$ cat config.mk
export PLATFORM = sky130hd
export DESIGN_NAME = core_inst_seq
export DESIGN_NICKNAME = d
export VERILOG_FILES = /design/src/rtl/core_inst_seq.sv
export SDC_FILE = /design/constraint.sdc
export NUM_CORES = 1
export LEC_CHECK = 0
export BUFFER_PORTS_ARGS = -buffer_cell sky130_fd_sc_hd__buf_2
export CAP_MARGIN = 10
export CORE_UTILIZATION = 35
export DETAILED_ROUTE_END_ITERATION = 12
export GPL_TIMING_DRIVEN = 1
export HOLD_SLACK_MARGIN = 0.1
export SLEW_MARGIN = 10
export SYNTH_ARGS = -nofsm -noshare
export SYNTH_HDL_FRONTEND = slang
export SYNTH_SLANG_ARGS = --single-unit
$ cat constraint.sdc
create_clock -name clk -period 13.9 [get_ports clk]
set_clock_uncertainty 0.2 [all_clocks]
set_input_delay 2.78 -clock clk [delete_from_list [all_inputs] [get_ports clk]]
set_output_delay 2.78 -clock clk [all_outputs]
set_load 0.01 [all_outputs]
$ cat src/rtl/core_inst_seq.sv
// Instruction sequencer for one weight-stationary tile pass of core:
// weight load, activation streaming and ofifo drain into pmem.
//
// state  | meaning
// IDLE   | waiting for start, idle word on inst
// W_L0   | xmem weight reads into L0 (row+1 cycles)
// W_LOAD | L0 -> PE weight load (row cycles)
// W_GAP  | pipeline settle before activations (row+col cycles)
// A_L0   | xmem activation reads into L0 (n_act+1 cycles)
// A_EXE  | execute, L0 streams activations (n_act cycles)
// DRAIN  | ofifo reads, pmem writes one cycle later, optional accumulate
// DONE   | one-cycle done pulse
module core_inst_seq #(
   parameter int row = 8,
   parameter int col = 8,
   parameter int aw  = 11
) (
   input  logic          clk,
   input  logic          reset,
   input  logic          start,
   input  logic [aw-1:0] w_base,
   input  logic [aw-1:0] a_base,
   input  logic [aw-1:0] p_base,
   input  logic [aw-1:0] n_act,
   input  logic          acc_en,
   input  logic          mode,
   input  logic          ofifo_valid,
   output logic [46:0]   inst,
   output logic          busy,
   output logic          done
);

   typedef enum logic [2:0] {IDLE, W_L0, W_LOAD, W_GAP, A_L0, A_EXE, DRAIN, DONE} state_t;

   localparam int GW = $clog2(row + col + 1);
   localparam int CW = ((aw + 1) > GW) ? (aw + 1) : GW;
   localparam logic [46:0] IDLE_WORD = 47'h1C00000C0000;

   state_t          state, state_nxt;
   logic [CW-1:0]   cnt, cnt_nxt;
   logic [aw-1:0]   w_base_r, a_base_r, p_base_r, n_r;
   logic            acc_r, mode_r;
   logic [aw-1:0]   rd_cnt, wr_cnt;
   logic            wr_pend;
   logic            rd_issue, wr_issue;
   logic [46:0]     inst_nxt;
   logic            busy_nxt, done_nxt;
   logic [aw-1:0]   wb_e;
   logic            mode_e;

   // The first W_L0 word is built on the accepting edge, before the config registers load.
   assign wb_e   = (state == IDLE) ? w_base : w_base_r;
   assign mode_e = (state == IDLE) ? mode : mode_r;

   always_comb begin
      state_nxt = state;
      cnt_nxt   = cnt + 1'b1;
      rd_issue  = 1'b0;
      wr_issue  = 1'b0;
      inst_nxt  = IDLE_WORD;
      case (state)
         IDLE: begin
            cnt_nxt = '0;
            if (start) state_nxt = W_L0;
         end
         W_L0: if (cnt == CW'(row)) begin
            state_nxt = W_LOAD;
            cnt_nxt   = '0;
         end
         W_LOAD: if (cnt_nxt == CW'(row)) begin
            state_nxt = W_GAP;
            cnt_nxt   = '0;
         end
         W_GAP: if (cnt_nxt == CW'(row + col)) begin
            state_nxt = (n_r == '0) ? DONE : A_L0;
            cnt_nxt   = '0;
         end
         A_L0: if (cnt == CW'(n_r)) begin
            state_nxt = A_EXE;
            cnt_nxt   = '0;
         end
         A_EXE: if (cnt_nxt == CW'(n_r)) begin
            state_nxt = DRAIN;
            cnt_nxt   = '0;
         end
         DRAIN: begin
            cnt_nxt = '0;
            if (wr_cnt == n_r) state_nxt = DONE;
         end
         DONE: begin
            state_nxt = IDLE;
            cnt_nxt   = '0;
         end
         default: begin
            state_nxt = IDLE;
            cnt_nxt   = '0;
         end
      endcase

      busy_nxt = (state_nxt != IDLE) && (state_nxt != DONE);
      done_nxt = (state_nxt == DONE);
      if (busy_nxt) inst_nxt[46] = mode_e;

      case (state_nxt)
         W_L0: begin
            if (cnt_nxt < CW'(row)) begin
               inst_nxt[19]   = 1'b0;
               inst_nxt[17:7] = wb_e + aw'(cnt_nxt);
            end
            if (cnt_nxt != '0) inst_nxt[2] = 1'b1;
         end
         W_LOAD: begin
            inst_nxt[0] = 1'b1;
            inst_nxt[3] = 1'b1;
         end
         A_L0: begin
            if (cnt_nxt < CW'(n_r)) begin
               inst_nxt[19]   = 1'b0;
               inst_nxt[17:7] = a_base_r + aw'(cnt_nxt);
            end
            if (cnt_nxt != '0) inst_nxt[2] = 1'b1;
         end
         A_EXE: begin
            inst_nxt[1] = 1'b1;
            inst_nxt[3] = 1'b1;
         end
         DRAIN: begin
            inst_nxt[45] = acc_r;
            rd_issue     = ofifo_valid && (rd_cnt < n_r);
            wr_issue     = wr_pend;
            if (rd_issue) begin
               inst_nxt[6] = 1'b1;
               if (acc_r) begin
                  inst_nxt[44]    = 1'b0;
                  inst_nxt[43]    = 1'b0;
                  inst_nxt[30:20] = p_base_r + rd_cnt;
               end
            end
            // Write-back trails its ofifo read by exactly one cycle.
            if (wr_issue) begin
               inst_nxt[44]    = 1'b0;
               inst_nxt[42]    = 1'b0;
               inst_nxt[41:31] = p_base_r + wr_cnt;
            end
         end
         default: ;
      endcase
   end

   always_ff @(posedge clk or negedge reset) begin
      if (!reset) begin
         state    <= IDLE;
         cnt      <= '0;
         w_base_r <= '0;
         a_base_r <= '0;
         p_base_r <= '0;
         n_r      <= '0;
         acc_r    <= 1'b0;
         mode_r   <= 1'b0;
         rd_cnt   <= '0;
         wr_cnt   <= '0;
         wr_pend  <= 1'b0;
         inst     <= IDLE_WORD;
         busy     <= 1'b0;
         done     <= 1'b0;
      end else begin
         state <= state_nxt;
         cnt   <= cnt_nxt;
         inst  <= inst_nxt;
         busy  <= busy_nxt;
         done  <= done_nxt;
         if ((state == IDLE) && start) begin
            w_base_r <= w_base;
            a_base_r <= a_base;
            p_base_r <= p_base;
            n_r      <= n_act;
            acc_r    <= acc_en;
            mode_r   <= mode;
            rd_cnt   <= '0;
            wr_cnt   <= '0;
            wr_pend  <= 1'b0;
         end else begin
            rd_cnt  <= rd_cnt + aw'(rd_issue);
            wr_cnt  <= wr_cnt + aw'(wr_issue);
            wr_pend <= rd_issue;
         end
      end
   end

endmodule

**Word level (Yosys, flattened, before mapping)**

Index checks and enable logic that the tools add are counted.

- Bits in registers: 130
- Memories kept: 0
- Memory bits (read-only): 0
- Input bits: 50
- RAM bits: 0
- Latch bits: 0
- Logic and storage cells: 97

- Order comparisons: 3
- Divide/modulo/power cells: 0
- Reductions and logical operators: 10
- Mux-type cells: 43
- Eq/ne operators: 20
- Bitwise logic cells: 0
- Multipliers: 0
- Shift-type cells: 0
- $add $sub $neg: 7

Operators by type and width:

| cell | count |
|---|---|
| 11-bit 2-to-1 mux | 7 |
| 12-bit 2-to-1 mux | 6 |
| 12-bit one-hot mux with 6 select lines | 1 |
| 11-bit adder | 4 |
| 26-bit 2-to-1 mux | 1 |
| 12-bit by 11-bit == test with 1-bit output | 2 |
| 12-bit by 4-bit == test with 1-bit output, second input constant | 2 |
| 3-bit == test, second input constant | 8 |
| 3-bit one-hot mux with 8 select lines | 1 |
| 11-bit by 1-bit adder with 11-bit output | 2 |
| 11-bit one-hot mux with 2 select lines | 1 |
| 3-bit 2-to-1 mux | 7 |
| 1-bit 2-to-1 mux | 15 |
| 12-bit by 1-bit adder with 12-bit output, second input constant | 1 |
| 12-bit by 5-bit == test with 1-bit output, second input constant | 1 |
| 12-bit by 11-bit less-than comparator with 1-bit output | 1 |
| 12-bit by 4-bit less-than comparator with 1-bit output, second input constant | 1 |
| 12-bit nonzero test | 1 |
| 11-bit == test | 1 |
| 11-bit logical NOT | 1 |
| 11-bit less-than comparator | 1 |
| 3-bit by 2-bit == test with 1-bit output, second input constant | 3 |
| 3-bit by 1-bit == test with 1-bit output, second input constant | 2 |
| 2-bit 2-to-1 mux | 3 |
| other kinds (7) | 10 |

**Logic depth before layout (Yosys ltp)**

Gate-level depths: netlist (run 1).

- Depth in word-level cells: 8
- Depth in mapped cells: 21

**Worst setup path before layout (run 1)**

No wires, ideal clock.

- Path type: in2reg
- Start point: in w_base[0]
- End point: reg inst[15]
- Setup slack: 8.894 ns
- Data arrival time: 4.684 ns
- Data required time: 13.578 ns
- Stages: 11
- Library setup time: 0.122 ns
- Cell sequence: mux2_2 ha_1 inv_1 fa_1 nor2b_1 o21ai_0 a21boi_0 o21ai_0 a21oi_1 or3_1 a32o_1

- Cells in the longest elaborated chain, start to end: 4

RTL lines:

| element | line | text |
|---|---|---|
| from (decl) | 21 | `input logic [aw-1:0] w_base,` |
| 11-bit 2-to-1 mux | 52 | `assign wb_e = (state == IDLE) ? w_base : w_base_r;` |
| 11-bit adder | 108 | `inst_nxt[17:7] = wb_e + aw'(cnt_nxt);` |
| 11-bit 2-to-1 mux | 106 | `if (cnt_nxt < CW'(row)) begin` |
| 11-bit one-hot mux with 2 select lines | 104 | `case (state_nxt)` |
| net inst_nxt[15] | 46 | `logic [46:0] inst_nxt;` |
| to (signal assigned) | 169 | `inst <= inst_nxt;` |
| to (decl) | 28 | `output logic [46:0] inst,` |

The timed path passes the listed nets, and every way through them passes these cells.
A chain may end at the register's enable or synchronous reset.

**Final worst setup path (run 1)**

- Start point: reg cnt[0]
- End point: reg inst[17]

- Cells in the longest elaborated chain, start to end: 7

RTL lines:

| element | line | text |
|---|---|---|
| from (decl) | 40 | `logic [CW-1:0] cnt, cnt_nxt;` |
| from (signal assigned) | 168 | `cnt <= cnt_nxt;` |
| 12-bit by 1-bit adder with 12-bit output | 57 | `cnt_nxt = cnt + 1'b1;` |
| 12-bit by 11-bit == test with 1-bit output (tied with other cells) | 82 | `A_EXE: if (cnt_nxt == CW'(n_r)) begin` |
| 12-bit 2-to-1 mux, on equally long branches | 82, 70, 74 |  |
| 12-bit one-hot mux with 6 select lines * | 61 | `case (state)` |
| net cnt_nxt[1] | 40 |  |
| 11-bit adder (tied with other cells) | 119 | `inst_nxt[17:7] = a_base_r + aw'(cnt_nxt);` |
| 11-bit 2-to-1 mux, on equally long branches | 117, 106 |  |
| 11-bit one-hot mux with 2 select lines * | 104 |  |
| net inst_nxt[17] | 46 |  |

The timed path passes the listed nets; every way through them passes the cells marked *.

==> results.md, run 1 <==
* CTS Buf Count at 17
* Nets at 1017
* First-pass GRT wire length at 33690 um
* # DRC at 0
* Gr ovfl total at 0
* CTS root buf: clkbuf_16
* Place WS at 8.361 ns
* Post-cts gate resize count at 0
* Primary FF master, synth: dfrtp_1
* Die area at 24310 um^2
* Via count at 6273
* FF-to-FF End: inst[17]
* Reg2Reg Depth at 18
* YS warnings at 0
* Worst Hold Class: register to register
* PD cells at 86.32 nW/um^2
* Sw power at 0.1943 mW
* WL final at 20300 um
* Initial DRC count at 394
* Max-slew violations at 0
* Sequential fraction of design power at 45.7%
* Sw frac at 23.44%
* Cell Area, Synth at 8292 um^2
* Worst setup endpoint: inst[17]
* Asr flop ratio synth at 100.0%
* Worst vdd rail ir drop at 0.00005089 V
* Final worst slack at 8.240 ns
* Most common cell in the netlist: dfrtp_1
* Critical-path maximum fanout at 15
* Avg WL per Cell at 16.62 um
* Core ar. at 22920 um^2
* Pin slew with the least headroom to its limit at 0.9165 ns
* Post-synth EDFFs at 0
* Max-slew headroom at 38.90%
* Worst-Skew Late Latency at 0.43 ns
* Clk sink count at 130
* LEAKAGE at 4.865 nW
* Largest net degree at the start of global routing at 79
* RR Startpoint: cnt[0]
* Post-synth top cells: 126 x dfrtp_1, 67 x ha_1, 58 x nor2_1
* Final min period at 5.660 ns
* Status: complete, no violations
* CP Class: register to register
* Vias in the first global route at 6186
* Final Hold Fails at 0
* Setup violations, final at 0
* RSZ-0062 raised after global routing: false
* Clk pwr share at 52.4%
* Via density at 5.133
* WP data required at 14.07 ns
* H-tree depth at 4
* PortBufs at 95
* Worst Setup End Kind: register
* Syn Inst Count at 813
* Initial Util at 36.18%
* Comb power frac at 1.9%
* Max cap viols at 0
* FF-to-FF setup slack at 8.24 ns
* CP startpoint: cnt[0]
* WHS at 0.3008 ns
* Hold buffers post-CTS at 0
* Top cell type's share of synthesized area at 38.03%
* Worst-case clock buffer depth at 2
* Post-DRT Antenna Nets at 0
* Synth top area cells: dfrtp_1 38%, ha_1 10%, mux2_2 6.7%
* RD Place Congestion at 0.9605
* Sequential area share after synthesis at 39.29%
* Clock slew at reported path FFs at 0.06 ns
* Syn_area_per_cell at 10.20 um^2
* Period utilization at 40.72%
* Fraction of layout instances using a drive strength above 1 at 23.87%
* Setup TNS at 0 ns
* Antenna fix cells at 0
* TritonCTS clock tree: done
* Initial antenna violation count at 0
* Num rows at 55
* GR Util All Layers at 17.94%
* DR pass1 iterations at 6
* Seq cells post-synth at 130
* Die height at 155.9 um
* Postcts setup bufs at 0
* Internal at 0.6346 mW
* Num ports at 99
* CP arrival at 5.83 ns
* P&R area growth vs syn at 15.81%
* Yosys top cell by area: dfrtp_1
* CP Launch Type: register
* Highest Clock Rate at 176.7 MHz
* Die width at 155.9 um
* Hpwl dp at 15240 um
* Synth cell types at 83
==> registers in the layout, summed over array words and instances (netlist names) <==
| name | count |
|---|---|
| acc_r | 1 |
| mode_r | 1 |
| inst | 44 |
| done | 1 |
| cnt | 12 |
| a_base_r | 11 |
| wr_pend | 1 |
| p_base_r | 11 |
| n_r | 11 |
| w_base_r | 11 |
| wr_cnt | 11 |
| state | 3 |
| rd_cnt | 11 |
| busy | 1 |
==> cell families after synthesis <==
| logic type | share of synthesized area [%] |
|---|---|
| mux | 7.137 |
| compound gates | 13.20 |
| flops | 39.29 |
| simple gates | 15.93 |
| buf+inv | 3.893 |
| xor+xnor | 9.371 |
| other cells | 0.09057 |
| fa+ha+maj | 11.08 |
==> critical path, cell delays in order (launching register included) <==
cell,delay [ns]
dfrtp_1,0.56
ha_1,0.58
nand3_1,0.30
or4_1,0.48
nand4_1,0.17
nor3_1,0.09
a211oi_2,0.40
o21ai_2,0.21
nor2_1,0.44
inv_1,0.14
fa_1,0.48
nor2b_1,0.12
o21ai_0,0.11
a21boi_0,0.26
o21ai_0,0.16
a21oi_1,0.28
o21ai_0,0.18
a211oi_1,0.26
a22o_1,0.17
==> per-stage QoR <==
stage          instance area [um^2]  cells  utilization, %  power (mW)
2_1_floorplan                  8295    814               -      0.3868
3_5_place_dp                   9029   1190           39.40      0.4022
6_report                       9603   1222           41.91      0.8290
3_3_place_gp                   9029   1190           39.40      0.4019
4_1_cts                        9603   1222           41.91      0.8405
5_1_grt                        9603   1222           41.91      0.8582
==> power by group through the flow <==
stage                     logic (mW)  clock network, mW  registers [mW]
final                         0.0161              0.434           0.379
after global routing          0.0185              0.462           0.378
after CTS                     0.0169              0.445           0.378
after detailed placement      0.0169                  0           0.385
after global placement        0.0166                  0           0.385
after floorplan              0.00135                  0           0.385
==> routing by layer <==
layer  vias to the layer above  part of all wire (%)  wire, um  track usage (%)
met5                         -                     0         0                0
met3                        23                   3.8       769            2.917
met2                       139                    46      9371            27.74
met1                      3044                    48      9833            25.20
li1                       3067                     -         -                -
met4                         0                   1.6       329            6.443
==> cells in the final DEF, fill, tap and decap left out, types with 4 or more instances in the layout <==
master and n:
o21bai_1 4, o211ai_1 7, inv_1 37, nor3_1 17
xnor2_1 46, nand2_1 43, a21oi_1 34, and3_1 14
nand4_1 8, a22o_1 10, mux2i_1 4, nor4_1 10
nor2b_1 10, clkinv_4 5, dfstp_2 4, clkbuf_16 17
a21o_1 18, ha_1 67, nand3_1 23, nand2b_1 4
inv_6 4, mux2_2 49, fa_1 4, o21ai_0 35
buf_2 94, nor3_2 11, and2_1 6, buf_4 4
xor2_1 40, o21a_1 4, nor2_1 58, a211oi_1 9
dfrtp_1 126
==> worst min path at each step <==
stage                 from     endpoint  slack [ns]  depth (start not counted)
2_1_floorplan  w_base_r[3]  w_base_r[3]        0.28                          1
3_3_place_gp   w_base_r[7]  w_base_r[7]        0.28                          1
3_5_place_dp   w_base_r[7]  w_base_r[7]        0.29                          1
4_1_cts        w_base_r[0]  w_base_r[0]        0.31                          1
5_1_grt        w_base_r[4]  w_base_r[4]        0.32                          1
6_report       w_base_r[4]  w_base_r[4]        0.30                          1
==> final cells by class <==
class	instances	area [um^2]
clock buffer	17	425.4
clock inverter	15	148.9
fill	2212	13310
inverter	39	146.4
multi-input combinational	609	4721
sequential	130	3258
tap	313	391.6
timing repair buffer	99	511.7
Note: power is estimated with default switching activity, not from simulation.
==> run 2, diff against run 1 <==
- clock period: 13.9 -> 5 ns (I/O delays scaled with it)
==> run 2 against run 1 <==
Compared with the run above: cell count rose by 2.1%; non-clock buffer count rose by 26; design area rose by 2.9%; combinational power increased to 2.7 times the previous value; setup slack lost 8.0 ns; via count rose by 1.1%; critical path depth is 1 lower; count of clock-buffer cells in the layout rose by 2; largest power group unchanged.
==> results.md, run 2 (synthesis gave the netlist of run 1 again) <==
* Status: complete, no violations
* Post-layout util at 43.14%
* # DRC at 0
* Via density at 5.084
* Initial antenna violation count at 0
* Max FFs per register at 44
* WP data required at 5.11 ns
* H-tree depth at 4
* Clk sink count at 130
* Worst vdd rail ir drop at 0.0001457 V
* Total Power at 2.403 mW
* Post-DRT Antenna Nets at 0
* Avg WL per Cell at 17.02 um
* Clock slew at reported path FFs at 0.07 ns
* Reg with most FFs: inst
* GR Util All Layers at 18.35%
* Gr ovfl total at 0
* Max cap viols at 0
* Most common cell after layout, fill and taps aside: dfrtp_1
* Via count at 6345
* Setup violations, final at 0
* Max-slew violations at 0
* Sw frac at 23.10%
* Most frequent cells in the layout: 119 x dfrtp_1, 94 x buf_2, 66 x ha_1
* Critical-path maximum fanout at 6
* Clk pwr share at 54.4%
* Die height at 155.9 um
* Pin slew with the least headroom to its limit at 0.9842 ns
* DR pass1 iterations at 4
* PortBufs at 95
* Worst-case clock buffer depth at 2
* Max-slew headroom at 34.38%
* Final Hold Fails at 0
* Initial Util at 36.18%
* Hpwl dp at 16140 um
* Place WS at 0.1541 ns
* CP Launch Type: register
* Setup TNS at 0 ns
* Num rows at 55
* Biggest regs: inst x44, cnt x12
* Period utilization at 94.71%
* CTS Buf Count at 17
* Final min period at 4.736 ns
* Final worst slack at 0.2645 ns
* First-pass GRT wire length at 34360 um
* Reg area at 3267 um^2
* LEAKAGE at 5.010 nW
* Core ar. at 22920 um^2
* Worst-Skew Late Latency at 0.42 ns
* Area occupied by multi-input gates at 4757 um^2
* Highest Clock Rate at 211.2 MHz
* P&R area growth vs syn at 19.22%
* WL final at 21240 um
* PD cells at 243.1 nW/um^2
* Worst Setup End Kind: register
* TritonCTS clock tree: done
* Vias in the first global route at 6274
* Num ports at 99
* Largest net degree at the start of global routing at 108
* Sw power at 0.5550 mW
* Die width at 155.9 um
* Comb power frac at 1.8%
* RD Place Congestion at 0.9375
* RSZ-0062 raised after global routing: false
* Fraction of layout instances using a drive strength above 1 at 27.27%
* CP Class: register to register
* CP arrival at 4.84 ns
* Internal at 1.848 mW
* Fill count at 2204
* WHS at 0.3052 ns
* Sequential fraction of design power at 43.8%
* Antenna fix cells at 0
* Worst Hold Class: register to register
* Nets at 1043
* Initial DRC count at 309
* Die area at 24310 um^2
* CTS root buf: clkbuf_16
[run 2: cell count changes in the layout (fill, tap and decap cells not counted), moves of 2 or more]
cell	change
buf_4	+26
clkbuf_8	+2
clkinv_2	-2
dfrtp_1	-7
dfrtp_2	+7
[run 2: timing repair]
| item | 4_1_cts | 5_1_grt |
|---|---|---|
| hold buffers | 0 | 0 |
| gates resized for setup | 0 | 13 |
| setup buffers | 0 | 2 |
| endpoints found under the setup margin | 0 | 12 |
| hold endpoints to repair | 0 | 0 |
[run 2: layout make-up]
type	count	area share, %
well taps	313	3.962
flip-flops and latches	130	33.05
repair buffers	125	7.151
inverters	39	1.481
clock buffers	19	4.582
multi-input cells	609	48.12
clock inverters	13	1.658
[run 2: routing by layer]
metal / up-vias / share of wire, % / routed length (um) / track usage (%)
li1: 3118 / - / - / -
met2: 122 / 46 / 9819 / 28.08
met5: - / 0 / 0 / 0
met4: 0 / 0.88 / 187 / 5.135
met1: 3090 / 49 / 10450 / 26.45
met3: 15 / 3.7 / 785 / 3.194
[run 2: path summary, 6_finish.rpt]
kind / start / endpoint / slack (ns) / depth (start not counted)
min in group asynchronous: reset / inst[27] / 0.50 / 1
min reg2reg: w_base_r[8] / w_base_r[8] / 0.31 / 1
max: cnt[0] / inst[17] / 0.26 / 17
max in group asynchronous: reset / wr_cnt[7] / 3.20 / 2
max reg2reg: cnt[0] / inst[17] / 0.26 / 17
min: w_base_r[8] / w_base_r[8] / 0.31 / 1
[run 2: power groups by stage]
stage          clock [mW]  combinational, mW  sequential (mW)
2_1_floorplan           0            0.00374             1.07
3_3_place_gp            0             0.0455             1.07
3_5_place_dp            0             0.0458             1.07
4_1_cts              1.34             0.0459             1.05
5_1_grt              1.39             0.0508             1.05
6_report             1.31             0.0435             1.05
[run 2: through the flow]
step | std cells | cell area (um^2)
floorplan | 814 | 8295
global placement | 1214 | 9209
detailed placement | 1214 | 9209
CTS | 1246 | 9826
global route | 1248 | 9886
finish | 1248 | 9886
[run 2: worst max-delay path, cell delays in order (launching register included)]
cell and delay (ns):
dfrtp_1 0.44, buf_4 0.20, and4_4 0.21, and2_4 0.19, or3_4 0.34, a2111oi_4 0.41, a211oi_2 0.15, o21ai_2 0.22
nor2_1 0.12, ha_1 0.24, fa_1 0.40, a21o_1 0.17, a21oi_1 0.25, o21ai_0 0.18, o41ai_1 0.35, o21ai_0 0.17
xor3_1 0.20, a22o_1 0.18
==> run 3, diff against run 2 <==
- clock period: 5 -> 5.8 ns (I/O delays scaled with it)
==> run 3 against run 2 <==
Compared with the run above: worst hold slack worse by 0.00083 ns; flip-flop and latch count did not move; first-iteration DRC count up 38%; critical endpoint unchanged; largest power group unchanged.
==> results.md, run 3 (synthesis gave the netlist of run 1 again) <==
* Max-slew violations at 0
* Max-slew headroom at 23.56%
* Setup violations, final at 0
* WP data required at 5.91 ns
* GR Util All Layers at 18.12%
* Gr ovfl total at 0
* WL final at 20920 um
* Clk sink count at 130
* Highest Clock Rate at 186.4 MHz
* Met3 wire length at 849 um
* Critical-path maximum fanout at 16
* Max cap viols at 0
* CP Launch Type: register
* TritonCTS clock tree: done
* Die area at 24310 um^2
* Worst vdd rail ir drop at 0.0001458 V
* DR pass1 iterations at 5
* Core ar. at 22920 um^2
* P&R area growth vs syn at 16.49%
* First-pass GRT wire length at 33870 um
* Die height at 155.9 um
* Period utilization at 92.48%
* Vias in the first global route at 6260
* Reg with most FFs: inst
* Antenna fix cells at 0
* Hpwl dp at 15670 um
* Via density at 5.160
* Worst Setup End Kind: register
* CP Class: register to register
* Initial Util at 36.18%
* RSZ-0062 raised after global routing: false
* WHS at 0.3044 ns
* Worst Hold Class: register to register
* Met2 wire length at 9518 um
* Num ports at 99
* RD Place Congestion at 0.9069
* Hold buffers post-CTS at 0
* Postcts setup bufs at 0
* Largest net degree at the start of global routing at 101
* Post-DRT Antenna Nets at 0
* Most frequent cells in the layout: 126 x dfrtp_1, 94 x buf_2, 67 x ha_1
* Initial antenna violation count at 0
* H-tree depth at 4
* CTS Buf Count at 17
* Initial DRC count at 425
* Die width at 155.9 um
* Worst-Skew Late Latency at 0.43 ns
* Avg WL per Cell at 17.04 um
* Most common cell after layout, fill and taps aside: dfrtp_1
* LEAKAGE at 4.894 nW
* WL met1 at 10210 um
* Biggest regs: inst x44, cnt x12
* PD cells at 208.5 nW/um^2
* Final min period at 5.364 ns
* Highest routed layer: met4
* Pin slew with the least headroom to its limit at 1.147 ns
* # DRC at 0
* Via count at 6336
* PortBufs at 95
* Max FFs per register at 44
* Final Hold Fails at 0
* Status: complete, no violations
* Fraction of layout instances using a drive strength above 1 at 24.37%
* Nets at 1023
* Setup TNS at 0 ns
* CTS root buf: clkbuf_16
* Num rows at 55
* CP arrival at 5.48 ns
* Worst-case clock buffer depth at 2
* Total Power at 2.014 mW
* Clock slew at reported path FFs at 0.06 ns
==> run 3: cell count changes in the layout (fill, tap and decap cells not counted), moves of 2 or more <==
cell | before | now
dfrtp_2 | 7 | 0
clkinvlp_4 | 0 | 2
buf_4 | 30 | 10
clkinv_4 | 4 | 2
dfrtp_1 | 119 | 126
==> run 3: cell type report <==
cell class	count	area, um^2
fillers	2215	13260
multi-input cells	609	4723
flip-flops and latches	130	3258
repair buffers	105	556.8
clock buffers	19	442.9
well taps	313	391.6
inverters	39	146.4
clock inverters	13	140.1
==> run 3: stage by stage <==
stage | cell area (um^2) | util (%) | worst slack [ns] | std cells
6_report | 9659 | 42.15 | 0.4360 | 1228
4_1_cts | 9657 | 42.14 | 0.4765 | 1228
2_1_floorplan | 8295 | - | 1.316 | 814
5_1_grt | 9659 | 42.15 | 0.01908 | 1228
3_5_place_dp | 9074 | 39.60 | 0.4931 | 1196
3_3_place_gp | 9074 | 39.60 | 0.6314 | 1196
==> run 3: path summary, 6_finish.rpt <==
| kind | startpoint | end | slack, ns | cells past startpoint |
|---|---|---|---|---|
| worst max-delay path | cnt[4] | inst[17] | 0.44 | 16 |
| min in group asynchronous | reset | inst[27] | 0.62 | 1 |
| worst min-delay path | w_base_r[9] | w_base_r[9] | 0.30 | 1 |
| worst max register to register | cnt[4] | inst[17] | 0.44 | 16 |
| worst min register to register | w_base_r[9] | w_base_r[9] | 0.30 | 1 |
| max in group asynchronous | reset | state[2] | 3.81 | 2 |
==> run 3: layer usage <==
layer | up-vias | track usage (%)
li1 | 3098 | -
met1 | 3069 | 25.31
met2 | 140 | 28.06
met3 | 29 | 3.528
met4 | 0 | 5.836
met5 | - | 0
==> run 3: report_power, final <==
part	internal [mW]	total (mW)	switching, mW
Clock	0.617	1.07	0.451
Combinational	0.0129	0.0380	0.0251
Sequential	0.907	0.907	0
Total	1.54	2.01	0.476
==> run 3: what timing repair did <==
action / CTS / global route
endpoints found under the hold margin: 0 / 0
resized for setup: 0 / 1
endpoints found under the setup margin: 0 / 1
==> run 3: worst max-delay path: stages, from the launching register on <==
cell,delay (ns)
dfrtp_1,0.73
nand4_2,0.27
o41ai_2,0.48
nand2_1,0.16
a2111oi_4,0.44
a211oi_2,0.19
o21ai_2,0.43
nor2_1,0.15
ha_1,0.25
fa_1,0.40
a21o_1,0.17
a21oi_1,0.23
o21ai_0,0.19
o41ai_1,0.40
o21ai_0,0.18
xor3_1,0.20
a22o_1,0.19
